File: config.mk
export PLATFORM = sky130hd
export DESIGN_NAME = guess_judge
export DESIGN_NICKNAME = d
export VERILOG_FILES = /design/src/rtl/guess_pkg.sv /design/src/rtl/digit_validator.sv /design/src/rtl/guess_judge.sv
export SDC_FILE = /design/constraint.sdc
export NUM_CORES = 1
export LEC_CHECK = 0
export BUFFER_PORTS_ARGS = -buffer_cell sky130_fd_sc_hd__clkbuf_2
export CORE_UTILIZATION = 45
export DETAILED_ROUTE_END_ITERATION = 10
export PLACE_DENSITY = 0.65
export SYNTH_ARGS = -nofsm -noshare
export SYNTH_HDL_FRONTEND = slang
export SYNTH_SLANG_ARGS = --single-unit
File: constraint.sdc
create_clock -name clk -period 5.3 [get_ports clk]
set_input_delay 1.06 -clock clk [delete_from_list [all_inputs] [get_ports clk]]
set_output_delay 1.06 -clock clk [all_outputs]
set_load 0.01 [all_outputs]
File: src/rtl/guess_pkg.sv
// Shared types and sizing for the guess_judge bulls-and-cows judge.
package guess_pkg;

    localparam int unsigned NUM_DIGITS     = 4;
    localparam int unsigned MAX_GUESS      = 15;
    localparam int unsigned COMPARE_CYCLES = 16;
    localparam int unsigned DIGIT_W        = 4;
    localparam int unsigned CNT_W          = 3;
    localparam int unsigned GCNT_W         = 4;
    localparam int unsigned IDX_W          = 4;

    typedef enum logic [1:0] {
        IDLE    = 2'd0,
        LATCH   = 2'd1,
        COMPARE = 2'd2,
        DONE    = 2'd3
    } state_t;

endpackage

File: src/rtl/digit_validator.sv
// Flags a guess holding a non-BCD digit or any repeated digit.
module digit_validator
    import guess_pkg::*;
(
    input  logic [DIGIT_W-1:0] d1,
    input  logic [DIGIT_W-1:0] d2,
    input  logic [DIGIT_W-1:0] d3,
    input  logic [DIGIT_W-1:0] d4,
    output logic               invalid
);

    logic range_bad;
    logic dup_bad;

    assign range_bad = (d1 > DIGIT_W'(9)) || (d2 > DIGIT_W'(9)) ||
                       (d3 > DIGIT_W'(9)) || (d4 > DIGIT_W'(9));
    assign dup_bad   = (d1 == d2) || (d1 == d3) || (d1 == d4) ||
                       (d2 == d3) || (d2 == d4) || (d3 == d4);
    assign invalid   = range_bad || dup_bad;

endmodule

File: src/rtl/guess_judge.sv
// Judges a latched 4-digit guess against a secret, one digit pair per cycle,
// producing exact (A) and misplaced (B) counts plus game bookkeeping.
module guess_judge
    import guess_pkg::*;
(
    input  logic                clk,
    input  logic                rst,
    input  logic                start,
    input  logic                new_game,
    input  logic [DIGIT_W-1:0]  q1,
    input  logic [DIGIT_W-1:0]  q2,
    input  logic [DIGIT_W-1:0]  q3,
    input  logic [DIGIT_W-1:0]  q4,
    input  logic [DIGIT_W-1:0]  a1,
    input  logic [DIGIT_W-1:0]  a2,
    input  logic [DIGIT_W-1:0]  a3,
    input  logic [DIGIT_W-1:0]  a4,
    output logic                busy,
    output logic                done,
    output logic [CNT_W-1:0]    a_cnt,
    output logic [CNT_W-1:0]    b_cnt,
    output logic                invalid,
    output logic                win,
    output logic [GCNT_W-1:0]   guess_cnt
);

    state_t state, state_n;

    // Index 0 holds the leftmost digit
    logic [NUM_DIGITS-1:0][DIGIT_W-1:0] sq;
    logic [NUM_DIGITS-1:0][DIGIT_W-1:0] sa;
    logic [IDX_W-1:0]                   idx;
    logic [CNT_W-1:0]                   acc_a;
    logic [CNT_W-1:0]                   acc_b;

    logic             invalid_c;
    logic             match_c;
    logic             same_pos_c;
    logic             last_c;
    logic [CNT_W-1:0] a_sum_c;
    logic [CNT_W-1:0] b_sum_c;

    digit_validator u_validator (
        .d1      (sa[0]),
        .d2      (sa[1]),
        .d3      (sa[2]),
        .d4      (sa[3]),
        .invalid (invalid_c)
    );

    // idx[3:2] selects the guess digit (outer), idx[1:0] the secret digit (inner)
    always_comb begin
        match_c    = (sa[idx[3:2]] == sq[idx[1:0]]);
        same_pos_c = (idx[3:2] == idx[1:0]);
        a_sum_c    = acc_a + CNT_W'(match_c && same_pos_c);
        b_sum_c    = acc_b + CNT_W'(match_c && !same_pos_c);
        last_c     = (idx == IDX_W'(COMPARE_CYCLES - 1));
    end

    always_comb begin
        state_n = state;
        case (state)
            IDLE:    if (start && !win) state_n = LATCH;
            LATCH:   state_n = invalid_c ? DONE : COMPARE;
            COMPARE: if (last_c) state_n = DONE;
            DONE:    state_n = IDLE;
            default: state_n = IDLE;
        endcase
        // new_game aborts everything and drops a coincident start
        if (new_game) state_n = IDLE;
    end

    always_ff @(posedge clk or posedge rst) begin
        if (rst) state <= IDLE;
        else     state <= state_n;
    end

    always_ff @(posedge clk or posedge rst) begin
        if (rst) begin
            sq        <= '0;
            sa        <= '0;
            idx       <= '0;
            acc_a     <= '0;
            acc_b     <= '0;
            busy      <= 1'b0;
            done      <= 1'b0;
            a_cnt     <= '0;
            b_cnt     <= '0;
            invalid   <= 1'b0;
            win       <= 1'b0;
            guess_cnt <= '0;
        end else begin
            busy <= (state_n != IDLE);
            done <= (state == DONE) && !new_game;
            if (new_game) begin
                a_cnt     <= '0;
                b_cnt     <= '0;
                invalid   <= 1'b0;
                win       <= 1'b0;
                guess_cnt <= '0;
            end else begin
                case (state)
                    IDLE: begin
                        if (state_n == LATCH) begin
                            sq <= {q4, q3, q2, q1};
                            sa <= {a4, a3, a2, a1};
                        end
                    end
                    LATCH: begin
                        idx   <= '0;
                        acc_a <= '0;
                        acc_b <= '0;
                        if (invalid_c) begin
                            a_cnt   <= '0;
                            b_cnt   <= '0;
                            invalid <= 1'b1;
                        end
                    end
                    COMPARE: begin
                        idx   <= idx + IDX_W'(1);
                        acc_a <= a_sum_c;
                        acc_b <= b_sum_c;
                        if (last_c) begin
                            a_cnt   <= a_sum_c;
                            b_cnt   <= b_sum_c;
                            invalid <= 1'b0;
                            if (a_sum_c == CNT_W'(NUM_DIGITS)) win <= 1'b1;
                            if (guess_cnt < GCNT_W'(MAX_GUESS))
                                guess_cnt <= guess_cnt + GCNT_W'(1);
                        end
                    end
                    default: ;
                endcase
            end
        end
    end

endmodule

==> results by group, run 1 <==
Die
  – Core area: 7214 um^2
  – Die H: ~88 um
  – Die area: ~7800 um^2
  – # IOs: 50
  – Core Rows: 31
  – Initial core utilization: a little under half
  – Die width: about 90 um

Yosys
  – YS warnings: 0
  – Syn nets: between 300 and 400
  – Largest area contributor in the netlist: dfrtp_1
  – Register bit total from synthesis: 58
  – Predominant post-synthesis flop cell: dfrtp_1
  – Top cells by area, synth: dfrtp_1 43%, nand2_1 9.2%, xor2_1 6.3%, o22ai_1 6.0%, mux4_2 4.7%
  – Largest family of logic cells by synthesized area: simple AND/OR/NAND/NOR gates
  – EDFF count, synth: 0
  – Adder-cell share of the synthesized area: 4.109%
  – Synth Area in Compound Gates: a little under an eighth
  – Syn Std Cell Area: about 3300 um^2
  – Synth top area share: between 40 and 50%
  – Register area share after synthesis: a little over two fifths
  – Ys async rst share: 100.0%
  – Syn Area/Cell: 9.543 um^2
  – Mux cell area share after synthesis: just under 9%
  – Post-synth cell types: 47
  – Post-Synth XOR/XNOR Area: 8.368%
  – Synth Area in Simple Gates: approximately 18%
  – Synth Instances: roughly 350

Setup path
  – CP Launch Type: input port
  – Worst r2r path cells: 7
  – CP Data Arrival Time: about 3.8 ns
  – R2r setup slk: between 1.5 and 2 ns
  – Crit. End Element: register
  – CP Capture Point: sq[12]
  – CP startpoint: new_game
  – Critical path fanouts, max: 32
  – Critical R2R Launch: state[0]
  – Type of the worst setup path: in -> reg
  – Critical Path RT: about 5.5 ns
  – FF-to-FF End: sq[12]

Timing
  – Crit share post-route: between 60 and 70%
  – Period minus WS final: 3.560 ns
  – Final setup viols: 0
  – Slew Limit Fails: 0
  – Final hold violation count: 0
  – RSZ-0062 raised after global routing: false
  – Setup Total Neg Slack: 0 ns
  – Fmax achieved: between 200 and 300 MHz
  – Slew @ Worst Pin: ~1.2 ns
  – Clock skew: around 0.007 ns
  – Slew margin rel.: between 20% and 30%

Route
  – DR vias: ~2500
  – Wire per inst: roughly 15 um
  – DR pass1 iterations: 5
  – Initial drt markers: between 90 and 100
  – DRT Wirelength: a little over 7000 um
  – Routed Antenna Nets: 0
  – Post-route DRC: 0
  – DR vias/cell: approximately 5.3

Power
  – Sequential group share of total power: around 36%
  – Int Pwr: between 1 and 1.5 mW
  – Worst VDD drop: 0.2574 mV
  – P_sw: approximately 840 uW
  – Combinational Power Share: between 40 and 50%
  – Clock power frac: just over 20%
  – Switching Share: approximately two fifths
  – LEAKAGE: 1.872 nW
  – Post-layout total power: around 2.1 mW
  – Power Dens Cells: approximately 550 nW/um^2

Placement
  – Port bufs: around 50
  – Gpl congestion: a little under 0.8
  – DPL Wire Length: approximately 4700 um

Worst hold path
  – Hold crit path type: reg -> reg
  – Worst hold path depth: 2

Clocking
  – # resized after CTS: 0
  – CTS tree: built
  – Post-CTS Hold Fix Bufs: 0
  – Sink Count: 58
  – Clock root buffer: clkbuf_8
  – CTS Buffer Depth: 2
  – Clk Latency, worst-skew pair: around 0.34 ns
  – Worst-path clk slew: 0.06 ns
  – Postcts setup bufs: 0
  – TritonCTS Buffers: 9
  – H-tree levels: 3

Final layout
  – Final nets: 427
  – # diodes: 0
  – Syn-to-layout area delta: 12.59%
  – Share of cells above drive strength 1: a little under a quarter
  – Post-layout util: between 50 and 60%
  – Fillers: roughly 700

Global route
  – Antenna violations before repair: 0
  – Vias in the first global route: approximately 2500
  – Grt ovf: 0
  – GR Util met1: between 20% and 30%
  – Most used routing layer: met2
  – Largest net degree at the start of global routing: slightly below 60
  – Met2 Usage GRT: approximately a third
  – GRT met3 Usage: around 6%
  – Wire length of the first global-routing pass: 12020 um
  – GRT Overall Usage: about a fifth

Flow run
  – Max-cap viol count: 0

Run status
  – Outcome: finished clean
[power by group through the flow]
stage	Sequential [mW]	Combinational [mW]	Clock, mW
finish	0.746	0.905	0.423
global route	0.762	1.02	0.454
CTS	0.744	0.912	0.433
detailed placement	0.751	0.908	0
global placement	0.745	0.883	0
floorplan	0.643	0.850	0
[critical path, stage by stage]
cell	delay [ns]
clkbuf_2	0.23
nand2b_1	0.50
and2_1	0.56
nand3_1	0.97
nand2_1	0.33
o22ai_1	0.10
[synthesized netlist by cell type, drive strengths merged (4+ instances only)]
cell / count
nand2: 82
dfrtp: 58
o22ai: 32
xor2: 24
clkbuf: 18
buf: 16
nor2: 12
ha: 11
nand3: 10
o21ai: 10
inv: 9
mux4: 8
xnor2: 8
nor4: 6
mux2: 5
mux2i: 4
nand2b: 4
nand4: 4
[through the flow]
| step | setup slack, ns | hold slack [ns] | cell area [um^2] | cells |
|---|---|---|---|---|
| after CTS | 1.736 | 0.4764 | 3771 | 483 |
| after global placement | 1.448 | 0.4569 | 3567 | 468 |
| after floorplan | 2.660 | 0.4453 | 3349 | 351 |
| after global routing | 1.405 | 0.5209 | 3771 | 483 |
| final | 1.740 | 0.4702 | 3771 | 483 |
| after detailed placement | 1.375 | 0.4641 | 3567 | 468 |
[worst min path at each step]
stage / start / to
global route: acc_b[1] / acc_b[1]
CTS: acc_b[0] / acc_b[0]
floorplan: acc_a[0] / acc_a[0]
global placement: acc_b[1] / acc_b[1]
finish: acc_b[0] / acc_b[0]
detailed placement: acc_b[0] / acc_b[0]
[logic make-up (layout without fill, tap and decap cells)]
| family | after synthesis | count (layout) |
|---|---|---|
| muxes | 17 | 17 |
| DFF | 58 | 58 |
| xor gates and xnor gates | 32 | 32 |
| and+or+nand+nor | 133 | 133 |
| adders and majority gates | 11 | 11 |
| buffers and inverters | 44 | 77 |
| AOI/OAI and AO/OA | 56 | 56 |
[routing by layer]
| metal | up-vias | share of wire (%) |
|---|---|---|
| met5 | - | 0 |
| met4 | 0 | 0.96 |
| met3 | 7 | 5.2 |
| met2 | 73 | 48 |
| met1 | 1207 | 46 |
| li1 | 1255 | - |
[cell usage in the layout (no fill, tap or decap), types with 2 or more instances in the layout]
| cell | n |
|---|---|
| nand2_1 | 82 |
| a21oi_1 | 2 |
| or2b_2 | 2 |
| nand3_1 | 10 |
| mux2_2 | 2 |
| mux2i_1 | 4 |
| nor2_1 | 12 |
| inv_1 | 8 |
| o21ai_2 | 4 |
| nor2b_1 | 3 |
| nor3_1 | 2 |
| nand2b_1 | 4 |
| a22o_1 | 3 |
| xnor2_1 | 8 |
| and3_1 | 2 |
| nor4_1 | 6 |
| o21ai_0 | 5 |
| mux2_4 | 3 |
| o22ai_1 | 32 |
| a21o_1 | 2 |
| buf_4 | 3 |
| clkbuf_2 | 49 |
| ha_1 | 11 |
| dfrtp_1 | 58 |
| clkbuf_8 | 12 |
| mux4_2 | 7 |
| nand4_1 | 4 |
| xor2_1 | 24 |
[state kept, by name (all words and copies together) (netlist names)]
register / flops
guess_cnt: 4
done: 1
a_cnt: 3
sq: 16
invalid: 1
acc_b: 3
sa: 16
state: 2
busy: 1
idx: 4
win: 1
acc_a: 3
b_cnt: 3
[final cells by class]
cell class | instances | area [um^2] | share of cell area [%]
clock buffers | 13 | 168.9 | 4.479
flip-flops and latches | 58 | 1451 | 38.49
clock inverters | 2 | 35.03 | 0.9290
repair buffers | 52 | 267.8 | 7.100
inverters | 10 | 37.54 | 0.9954
well taps | 99 | 123.9 | 3.285
multi-input cells | 249 | 1687 | 44.72
(Power assumes the default switching activity.)
==> run 2: changes to the inputs <==
--- a/config.mk
+++ b/config.mk
@@ -8,7 +8,7 @@
 export BUFFER_PORTS_ARGS = -buffer_cell sky130_fd_sc_hd__clkbuf_2
 export CORE_UTILIZATION = 45
 export DETAILED_ROUTE_END_ITERATION = 10
-export PLACE_DENSITY = 0.65
+export PLACE_DENSITY = 0.68
 export SYNTH_ARGS = -nofsm -noshare
 export SYNTH_HDL_FRONTEND = slang
 export SYNTH_SLANG_ARGS = --single-unit
==> constraint.sdc (replaced) <==
create_clock -name clk -period 3.1 [get_ports clk]
set_input_delay 0.62 -clock clk [delete_from_list [all_inputs] [get_ports clk]]
set_output_delay 0.62 -clock clk [all_outputs]
set_load 0.01 [all_outputs]
==> run 2 against run 1 <==
  * Clock skew increased by 0.00076 ns
  * Die area unchanged
  * Count of clock-buffer cells in the layout unchanged
  * Flip-flop and latch count unchanged
  * Cell count increased by 0.83%
  * Wire length decreased by 4.5%
  * Design area increased by 1.1%
  * Worst hold slack got worse by 0.16 ns
  * Combinational power increased by 70%
==> results by group, run 2 (synthesis gave the netlist of run 1 again) <==
Final layout
  – # diodes: 0 (unchanged)
  – Most frequent cells in the layout: 82 x nand2_1, 58 x dfrtp_1, 49 x clkbuf_2, 32 x o22ai_1, 24 x xor2_1
  – Fillers: 700 (-1.3%)
  – Final nets: 431 (+0.94%)
  – Share of cells above drive strength 1: 24.74% (+0.78 points)
  – Syn-to-layout area delta: 13.86%
  – Most common cell after layout, fill and taps aside: nand2_1
  – Biggest regs: sa: 16 flops, sq: 16 flops

Clocking
  – # resized after CTS: 0 (unchanged)
  – Clk Latency, worst-skew pair: 0.34 ns (about the same)
  – Worst-path clk slew: 0.06 ns (about the same)
  – CTS Buffer Depth: 2 (unchanged)
  – TritonCTS Buffers: 9 (unchanged)
  – Clock root buffer: clkbuf_8
  – H-tree levels: 3 (unchanged)
  – CTS tree: built
  – Post-CTS Hold Fix Bufs: 0 (unchanged)
  – Sink Count: 58 (unchanged)
  – Postcts setup bufs: 0 (unchanged)

Global route
  – Met2 Usage GRT: 32.80% (+0.35 points)
  – GRT Overall Usage: 19.76% (-0.76 points)
  – Largest net degree at the start of global routing: 59 (unchanged)
  – GRT met3 Usage: 5.131% (-0.75 points)
  – Vias in the first global route: 2448 (-1.4%)
  – Antenna violations before repair: 0 (unchanged)
  – Most used routing layer: met2
  – Wire length of the first global-routing pass: 11560 um (-3.8%)
  – GR Util met1: 25.05% (-2.4 points)
  – Grt ovf: 0 (unchanged)

Die
  – Core area: 7214 um^2 (unchanged)
  – # IOs: 50 (unchanged)
  – Die area: 7792 um^2 (unchanged)
  – Die H: 88.28 um (unchanged)
  – Initial core utilization: 46.43% (unchanged)
  – Core Rows: 31 (unchanged)
  – Die width: 88.28 um (unchanged)

Timing
  – RSZ-0062 raised after global routing: false
  – Clock skew: 0.007727 ns (+0.0007606 ns)
  – Final hold violation count: 0 (unchanged)
  – Slew Limit Fails: 0 (unchanged)
  – Setup Total Neg Slack: 0 ns (unchanged)
  – Period minus WS final: roughly 2.8 ns
  – Fmax achieved: ~360 MHz
  – Crit share post-route: around nine tenths
  – Slew margin rel.: 57.80% (+38 points)
  – Slew @ Worst Pin: 0.6330 ns (-0.5630 ns)
  – Final setup viols: 0 (unchanged)

Setup path
  – Type of the worst setup path: reg -> reg
  – CP top delay family: simple AND/OR/NAND/NOR gates
  – CP Data Arrival Time: 3.08 ns (-0.68 ns)
  – Critical Path RT: 3.37 ns (-2.13 ns)
  – CP max stage delay: 0.64 ns (-0.33 ns)
  – CP bufs+invs: 0 (-1)
  – Critical path fanouts, max: 10 (-69%)
  – Critical Path, Cell by Cell: mux4_1 -> xnor2_1 -> nand4_1 -> nor3_1 -> ha_1 -> ha_1 -> nand2b_1 -> a21bo_2 -> nor4_1 -> nor2_1 -> nor2_1
  – Slowest cell on the critical path: mux4_1
  – Crit. End Element: register
  – CP Launch Type: register

Power
  – Switching Share: 39.73% (-0.73 points)
  – Int Pwr: 2.137 mW (+73%)
  – Sequential group share of total power: 36.3% (+0.3 points)
  – Clock power frac: 20.2% (-0.2 points)
  – Worst VDD drop: 0.5650 mV (+120%)
  – LEAKAGE: 1.895 nW (+1.2%)
  – P_sw: 1.409 mW (+68%)
  – Combinational Power Share: 43.5% (-0.2 points)
  – Post-layout total power: 3.546 mW (+71%)
  – Power Dens Cells: 929.7 nW/um^2 (+69%)

Route
  – DRT Wirelength: 6729 um (-4.5%)
  – DR vias/cell: 5.322 (+1.1%)
  – Wire per inst: 13.82 um (-5.3%)
  – Post-route DRC: 0 (unchanged)
  – DR vias: 2592 (+2.0%)
  – Initial drt markers: 114 (+16%)
  – DR pass1 iterations: 4 (-1)
  – Routed Antenna Nets: 0 (unchanged)

Placement
  – Port bufs: 49 (unchanged)
  – DPL Wire Length: 4677 um (about the same)
  – Gpl congestion: 0.8937 (+15%)

Worst hold path
  – Hold crit path type: in -> async

Flow run
  – Max-cap viol count: 0 (unchanged)

Run status
  – Outcome: finished clean
[run 2: cell types whose count changed in the layout (fill, tap and decap cells not counted)]
cell	previous run	this run
buf_12	0	1
buf_4	3	6
[run 2: power groups by stage]
stage / clock network, mW / logic (mW) / registers (mW)
3_5_place_dp: 0 / 1.56 / 1.30
4_1_cts: 0.733 / 1.56 / 1.29
2_1_floorplan: 0 / 1.45 / 1.10
5_1_grt: 0.760 / 1.75 / 1.32
3_3_place_gp: 0 / 1.51 / 1.30
6_report: 0.717 / 1.54 / 1.29
[run 2: through the flow]
step / instances / cell area (um^2) / hold WS [ns] / utilization, % / worst slack [ns]
4_1_cts: 487 / 3814 / 0.3182 / 52.86 / 0.2531
6_report: 487 / 3814 / 0.3106 / 52.86 / 0.2862
3_3_place_gp: 472 / 3610 / 0.4574 / 50.03 / 0.4348
3_5_place_dp: 472 / 3610 / 0.4655 / 50.03 / 0.2754
5_1_grt: 487 / 3814 / 0.3368 / 52.86 / 0.1152
2_1_floorplan: 351 / 3349 / 0.4453 / - / 0.4597
[run 2: worst paths after layout]
kind | to | depth (start not counted) | startpoint | slack [ns]
setup reg to reg | win | 11 | idx[2] | 0.29
hold / removal | guess_cnt[3] | 3 | rst | 0.31
setup / recovery | win | 11 | idx[2] | 0.29
min in group clk | acc_b[0] | 2 | acc_b[0] | 0.48
max in group asynchronous | sa[1] | 3 | rst | 2.53
hold reg to reg | acc_b[0] | 2 | acc_b[0] | 0.48
[run 2: tightest hold or removal path: stages]
cell and delay (ns):
clkbuf_2 0.09, inv_2 0.06, buf_12 0.27
[run 2: layout make-up]
type / instances / area [um^2] / share of cell area (%)
Clock inverter: 2 / 35.03 / 0.9186
Sequential cell: 58 / 1451 / 38.06
Multi-Input combinational cell: 249 / 1687 / 44.23
Inverter: 10 / 37.54 / 0.9843
Clock buffer: 13 / 168.9 / 4.429
Tap cell: 99 / 123.9 / 3.248
Timing Repair Buffer: 56 / 310.3 / 8.136
[run 2: routing by layer]
| layer | up-vias | wire [um] |
|---|---|---|
| li1 | 1270 | - |
| met1 | 1250 | 3065 |
| met2 | 62 | 3287 |
| met3 | 10 | 281 |
| met4 | 0 | 95 |
| met5 | - | 0 |
